`src/rtl/slink_pwr_ctrl.sv`:
```
// Power sequencer for one Serial Link: orders clock gate, link reset and AXI isolation on up/down.
// Optional isolation watchdog enabled by defining SLINK_PWR_CTRL_TIMEOUT_EN.
module slink_pwr_ctrl #(
  parameter int unsigned NumIsolate    = 2,
  parameter int unsigned ClkWaitCycles = 4,
  parameter int unsigned RstWaitCycles = 8,
  parameter int unsigned TimeoutCycles = 1024
) (
  input  logic                  clk_i,
  input  logic                  rst_ni,
  input  logic                  enable_i,
  input  logic [NumIsolate-1:0] isolated_i,
  output logic [NumIsolate-1:0] isolate_o,
  output logic                  clk_ena_o,
  output logic                  reset_no,
  output logic                  ready_o,
  output logic                  busy_o,
  output logic [2:0]            state_o,
  output logic                  timeout_o,
  input  logic                  clr_timeout_i
);

  localparam int unsigned MaxWait01 =
      (ClkWaitCycles > RstWaitCycles) ? ClkWaitCycles : RstWaitCycles;
  localparam int unsigned MaxWait   = (MaxWait01 > TimeoutCycles) ? MaxWait01 : TimeoutCycles;
  localparam int unsigned CntW      = $clog2(MaxWait) + 1;

  typedef enum logic [2:0] {
    StOff    = 3'd0,
    StClkOn  = 3'd1,
    StRstRel = 3'd2,
    StDeiso  = 3'd3,
    StOn     = 3'd4,
    StIso    = 3'd5,
    StRstAss = 3'd6,
    StClkOff = 3'd7
  } state_e;

  state_e                  state_q, state_d;
  logic [CntW-1:0]         cnt_q, cnt_d;
  logic [NumIsolate-1:0]   isolate_q, isolate_d;
  logic                    clk_ena_q, clk_ena_d;
  logic                    reset_n_q, reset_n_d;
  logic                    ready_q, ready_d;
  logic                    busy_q, busy_d;
  logic                    all_iso, none_iso;
  logic                    clk_done, rst_done;
  logic                    wd_fire;

  assign all_iso  = &isolated_i;
  assign none_iso = ~|isolated_i;
  assign clk_done = (cnt_q == CntW'(ClkWaitCycles - 1));
  assign rst_done = (cnt_q == CntW'(RstWaitCycles - 1));

`ifdef SLINK_PWR_CTRL_TIMEOUT_EN
  logic timeout_q, timeout_d;

  // The dwell counter is cleared on ISO entry, so it doubles as the watchdog count.
  assign wd_fire = (state_q == StIso) && !all_iso && (cnt_q == CntW'(TimeoutCycles - 1));

  always_comb begin
    timeout_d = timeout_q;
    if (clr_timeout_i) timeout_d = 1'b0;
    if (wd_fire)       timeout_d = 1'b1;
  end

  always_ff @(posedge clk_i or negedge rst_ni) begin
    if (!rst_ni) timeout_q <= 1'b0;
    else         timeout_q <= timeout_d;
  end

  assign timeout_o = timeout_q;
`else
  logic unused_clr_timeout;
  assign unused_clr_timeout = clr_timeout_i;
  assign wd_fire            = 1'b0;
  assign timeout_o          = 1'b0;
`endif

  always_comb begin
    state_d = state_q;
    case (state_q)
      StOff:    if (enable_i)           state_d = StClkOn;
      StClkOn:  if (clk_done)           state_d = StRstRel;
      StRstRel: if (rst_done)           state_d = StDeiso;
      StDeiso:  if (none_iso)           state_d = StOn;
      StOn:     if (!enable_i)          state_d = StIso;
      StIso:    if (all_iso || wd_fire) state_d = StRstAss;
      StRstAss: if (rst_done)           state_d = StClkOff;
      StClkOff: if (clk_done)           state_d = StOff;
      default:                          state_d = StOff;
    endcase
  end

  // Saturating dwell counter, restarted on every state change.
  always_comb begin
    cnt_d = cnt_q;
    if (state_d != state_q)  cnt_d = '0;
    else if (cnt_q != '1)    cnt_d = cnt_q + 1'b1;
  end

  // Outputs are decoded from the next state so each one is a clean register output.
  always_comb begin
    isolate_d = '1;
    clk_ena_d = 1'b1;
    reset_n_d = 1'b0;
    ready_d   = 1'b0;
    busy_d    = 1'b1;
    case (state_d)
      StOff: begin
        clk_ena_d = 1'b0;
        busy_d    = 1'b0;
      end
      StRstRel: reset_n_d = 1'b1;
      StDeiso: begin
        reset_n_d = 1'b1;
        isolate_d = '0;
      end
      StOn: begin
        reset_n_d = 1'b1;
        isolate_d = '0;
        ready_d   = 1'b1;
        busy_d    = 1'b0;
      end
      StIso:   reset_n_d = 1'b1;
      default: ;
    endcase
  end

  always_ff @(posedge clk_i or negedge rst_ni) begin
    if (!rst_ni) begin
      state_q   <= StOff;
      cnt_q     <= '0;
      isolate_q <= '1;
      clk_ena_q <= 1'b0;
      reset_n_q <= 1'b0;
      ready_q   <= 1'b0;
      busy_q    <= 1'b0;
    end else begin
      state_q   <= state_d;
      cnt_q     <= cnt_d;
      isolate_q <= isolate_d;
      clk_ena_q <= clk_ena_d;
      reset_n_q <= reset_n_d;
      ready_q   <= ready_d;
      busy_q    <= busy_d;
    end
  end

  assign isolate_o = isolate_q;
  assign clk_ena_o = clk_ena_q;
  assign reset_no  = reset_n_q;
  assign ready_o   = ready_q;
  assign busy_o    = busy_q;
  assign state_o   = state_q;

endmodule
```
`config.mk`:
```
export PLATFORM = sky130hd
export DESIGN_NAME = slink_pwr_ctrl
export DESIGN_NICKNAME = d
export VERILOG_FILES = /design/src/rtl/slink_pwr_ctrl.sv
export SDC_FILE = /design/constraint.sdc
export NUM_CORES = 1
export LEC_CHECK = 0
export CAP_MARGIN = 10
export CORE_UTILIZATION = 50
export CTS_BUF_LIST = sky130_fd_sc_hd__clkbuf_8
export DETAILED_ROUTE_END_ITERATION = 16
export PLACE_DENSITY = 0.77
export SLEW_MARGIN = 20
export SYNTH_ARGS = -nofsm -noshare
export SYNTH_HDL_FRONTEND = slang
export SYNTH_SLANG_ARGS = --single-unit
```
`constraint.sdc`:
```
create_clock -name clk_i -period 2.4 [get_ports clk_i]
set_input_delay 0.48 -clock clk_i [delete_from_list [all_inputs] [get_ports clk_i]]
set_output_delay 0.48 -clock clk_i [all_outputs]
set_load 0.03 [all_outputs]
```
Word level (Yosys, flattened, before mapping)
Cells that the tools add are included.
{"block": "classes", "addsub": 1, "n_reduce_logical": 8, "n_eq_ne": 15, "n_mux": 16}
{"operator": "3-bit 2-to-1 mux", "count": 8}
{"operator": "3-bit one-hot mux with 8 select lines", "count": 1}
{"operator": "11-bit 2-to-1 mux", "count": 2}
{"operator": "3-bit == test (second input constant)", "count": 6}
{"operator": "3-bit by 2-bit == test with 1-bit output (second input constant)", "count": 4}
{"operator": "11-bit by 1-bit adder with 11-bit output (second input constant)", "count": 1}
{"operator": "11-bit by 2-bit == test with 1-bit output (second input constant)", "count": 1}
{"operator": "11-bit by 3-bit == test with 1-bit output (second input constant)", "count": 1}
{"operator": "11-bit != test (second input constant)", "count": 1}
{"operator": "3-bit zero test", "count": 2}
{"operator": "2-bit OR reduction", "count": 3}
{"operator": "1-bit 2-to-1 mux", "count": 4}
{"operator": "4-bit OR reduction", "count": 1}
{"operator": "3-bit by 1-bit == test with 1-bit output (second input constant)", "count": 1}
{"operator": "3-bit != test", "count": 1}
{"operator": "2-bit 2-to-1 mux", "count": 1}
{"operator": "2-bit AND reduction", "count": 1}
{"operator": "2-bit nonzero test", "count": 1}
{"block": "word_totals", "reg_bits": 20, "inputBits": 6}

Logic depth before layout (Yosys ltp)
{"block": "depth", "word_depth": 6, "ltp_mapped": 7}

Worst setup path before layout
Ideal clock, no wire load.
{"block": "synth_path", "path_kind": "flip-flop to flip-flop", "from": "reg cnt_q[7]", "to": "reg cnt_q[6]", "slack_ns": 0.025, "period_less_slack_ns": 2.375, "setup_time_ns": 0.134, "arrival_time_ns": 2.240, "path_stages_with_launch": 7, "n_path_buf": 1, "cell_sequence": "dfrtp_1 -> or4_4 -> or4_4 -> a221oi_2 -> mux2i_1 -> buf_6 -> a211oi_4"}
{"block": "synth_between", "elab_chain_len": 5, "word_cells_on_any_way": 11, "cone_classes": "eq/ne (4); mux (6); reduce/logical (1)"}
{"item": "start, declared", "line": "40", "rtl": "logic [CntW-1:0] cnt_q, cnt_d;"}
{"item": "start signal, assigned", "line": "141", "rtl": "cnt_q <= cnt_d;"}
{"item": "11-bit by 2-bit == test with 1-bit output or 11-bit by 3-bit == test with 1-bit output (tied branches)", "line": "52, 53"}
{"item": "3-bit 2-to-1 mux (on tied branches)"}
{"item": "3-bit one-hot mux with 8 select lines", "line": "82", "rtl": "case (state_q)"}
{"item": "3-bit != test", "line": "98", "rtl": "if (state_d != state_q) cnt_d = '0;"}
{"item": "11-bit 2-to-1 mux or 2-bit nonzero test (tied branches)"}
Parallel ways exist; a longest one is shown, timed or not.
A chain may end at the register's enable or synchronous reset.

Worst setup path in the final report
{"block": "layout_path", "from": "reg cnt_q[10]", "to": "reg cnt_q[6]"}
The elaborated chain is that of the path after synthesis.

==> summary.md <==
| Metric | Value |
|---|---|
| Switch share | `43.4%` |
| Status | `finished, final reports clean` |
| Tmin final | `2.40 ns` |
| Root Buffer | `clkbuf_8` |
| # clock sinks | `19` |
| Maximum vdd drop | `0.862 mV` |
| Mean Syn Cell Area | `9.57 µm²` |
| Core area | `2000 µm²` |
| Seq cells post-synth | `19` |
| Slew Limit Fails | `0` |
| Global-route wire length before repair | `3690 µm` |
| Place WS | `0.0483 ns` |
| I/O pin count | `16` |
| Combinational power share | `57.7%` |
| RD Place Congestion | `0.877` |
| Post-Route Skew | `0.00163 ns` |
| CP Class | `reg -> reg` |
| # diodes | `0` |
| Critical-path maximum fanout | `5` |
| Leak Pwr | `0.599 nW` |
| Cells after Synth | `113` |
| Final setup viols | `0` |
| Max Fclk | `0.417 GHz` |
| Detailed Routing Iterations Pass 1 | `4` |
| Max cap viols | `0` |
| Starting Density | `54.0%` |
| Seq/Total Area, Yosys | `44.1%` |
| Post-route ant nets | `0` |
| CTS max path bufs | `2` |
| Via Count | `924` |
| Net count after synthesis | `120` |
| Final wirelength | `2320 µm` |
| Final setup TNS | `0 ns` |
| Fill cell count | `155` |
| H-tree depth reported by CTS | `1` |
| HP Class | `in -> async` |
| Async set-reset flop share out of synthesis | `100%` |
| Synth area leaders | `dfrtp_1 (42%), nor2_1 (5.9%), xnor2_1 (5.7%), nor3_1 (3.2%), or4_4 (3.1%)` |
| Detail Placement HPWL | `1620 µm` |
| Post-synth cell types | `38` |
| Die Y | `48.5 µm` |
| Multi-input gate area | `571 µm²` |
| WL/cell | `14.2 µm` |
| CTS tree | `done` |
| Yosys top cell by area | `dfrtp_1` |
| Detailed Route Iter0 Violations | `14` |
| Largest net degree at the start of global routing | `20` |
| Worst-Skew Late Latency | `0.25 ns` |
| Power Total | `1.72 mW` |
| Startpoint Class | `flop` |
| Synth top cells by count | `dfrtp_1 (18), nor2_1 (17), nand2_1 (7), nor3_1 (7), xnor2_1 (7)` |
| Synthesis-to-finish area growth | `26.3%` |
| FP Rows | `16` |
| Synth Cell Area | `1080 µm²` |
| Gr usage total | `20.6%` |
| CTS clk-pin slew, worst paths | `0.07 ns` |
| Hold Vio Cnt, Final | `0` |
| Clock group share of total power | `12.5%` |
| DRC viols | `0` |
| Final worst slack | `0.00332 ns` |
| YS warnings | `0` |
| Post-synth EDFFs | `0` |
| Top cell type's share of synthesized area | `41.7%` |
| CP required | `2.53 ns` |
| Die W | `48.5 µm` |
| Via density | `5.67` |
| Pwr/cell area | `1260 nW/µm²` |
| Seq pwr share | `29.8%` |
| PortBufs | `13` |
| Net total in the final layout | `144` |
| Vias in the first global route | `845` |
| Hold bufs inserted after CTS | `0` |
| Seq. cell area | `477 µm²` |
| Critical path arrival | `2.52 ns` |
| CTS buffer count | `3` |
| Switching power | `0.745 mW` |
| Int Power | `0.971 mW` |
| Layout cells sized above 1 | `19.9%` |
| Count leader, synth | `dfrtp_1` |
| RSZ-0062 raised after global routing | `yes` |
| Initial antenna violation count | `0` |
| Fin crit share | `99.9%` |
| CP Capture Type | `flop` |
| GRT Residual Overflow | `0` |
| Die area | `2350 µm²` |
| Top_reg_cell synth | `dfrtp_1` |
## repair_timing
action | CTS | global route
buffers inserted | 0 | 1
resized for setup | 0 | 7
setup endpoints to repair | 0 | 11
## state kept, by name (all words and copies together), names as in the netlist
signal and cells:
isolate_o 1, reset_no 1, busy_o 1, state_o 3, ready_o 1, clk_ena_o 1, cnt_q 11
## cells by family after synthesis
kind of cell / synth area share, %
AO/OA/AOI/OAI: 15.2
XOR/XNOR: 6.48
adder cells (fa/ha/maj): 1.16
buffers and inverters: 4.86
flip-flops: 44.1
multiplexers: 1.85
other: 0.347
AND/OR/NAND/NOR: 26.0
## worst max-delay path, cell delays in order (launching register included)
cell	delay, ns
dfrtp_1	0.39
or4_4	0.54
or4_4	0.54
a221oi_4	0.26
mux2i_1	0.29
buf_4	0.21
a211oi_4	0.04
## layer usage
layer  share of wire (%)  GRT usage [%]  wire, µm  vias up
li1                    -              -         -      443
met2                  50           35.9      1160       31
met4                 2.2           10.8        51        0
met1                  43           24.2      1000      446
met5                   0              0         0        -
met3                 4.2           3.46        98        4
## cell type report
type,count,share of cell area (%)
timing repair buffer,26,16.7
clock inverter,1,0.275
multi-input combinational,84,41.8
sequential,19,34.9
clock buffer,3,3.02
tap,27,2.47
inverter,3,0.825
## layout by cell type, fill, tap and decap left out, drive strengths merged, types with 2 or more instances in the layout
master         instances
clkbuf                 3
nor3                   7
nor3b                  3
a31oi                  3
inv                    4
buf                   13
nor2b                  3
dfrtp                 18
clkdlybuf4s50         13
nand2b                 2
o21ai                  2
nor2                  17
a221oi                 2
a21oi                  2
nand3                  2
or4                    3
mux2i                  2
xnor2                  7
nand2                  7
a211oi                 2
a21o                   3
and3                   2
and4                   3
## stage by stage
stage / utilization, % / area [µm²] / hold WS [ns] / std cells
after floorplan: - / 1080 / 0.184 / 113
after global placement: 64.3 / 1290 / 0.511 / 157
after detailed placement: 64.3 / 1290 / 0.536 / 157
after CTS: 66.5 / 1330 / 0.556 / 161
after global routing: 68.2 / 1370 / 0.584 / 163
final: 68.2 / 1370 / 0.553 / 163
## path summary, 6_finish.rpt
check                           cells after the start                      to                   from  slack [ns]
worst min register to register                      2    cnt_q[0]$_DFFE_PN0P_   cnt_q[0]$_DFFE_PN0P_        0.59
worst max-delay path                                6    cnt_q[6]$_DFFE_PN0P_  cnt_q[10]$_DFFE_PN0P_       0.003
min in group clk_i                                  2    cnt_q[0]$_DFFE_PN0P_   cnt_q[0]$_DFFE_PN0P_        0.59
worst max register to register                      6    cnt_q[6]$_DFFE_PN0P_  cnt_q[10]$_DFFE_PN0P_       0.003
worst min-delay path                                2    cnt_q[3]$_DFFE_PN0P_                 rst_ni        0.55
max in group asynchronous                           2  isolate_o[0]$_DFF_PN1_                 rst_ni        1.60
## power groups by stage
| stage | combinational (mW) | clock, mW | sequential, mW |
|---|---|---|---|
| 3_5_place_dp | 0.905 | 0 | 0.514 |
| 3_3_place_gp | 0.879 | 0 | 0.511 |
| 2_1_floorplan | 0.522 | 0 | 0.604 |
| 5_1_grt | 1.06 | 0.240 | 0.524 |
| 6_report | 0.990 | 0.215 | 0.512 |
| 4_1_cts | 0.910 | 0.224 | 0.510 |
No activity file was read; power rests on OpenSTA's default activity.
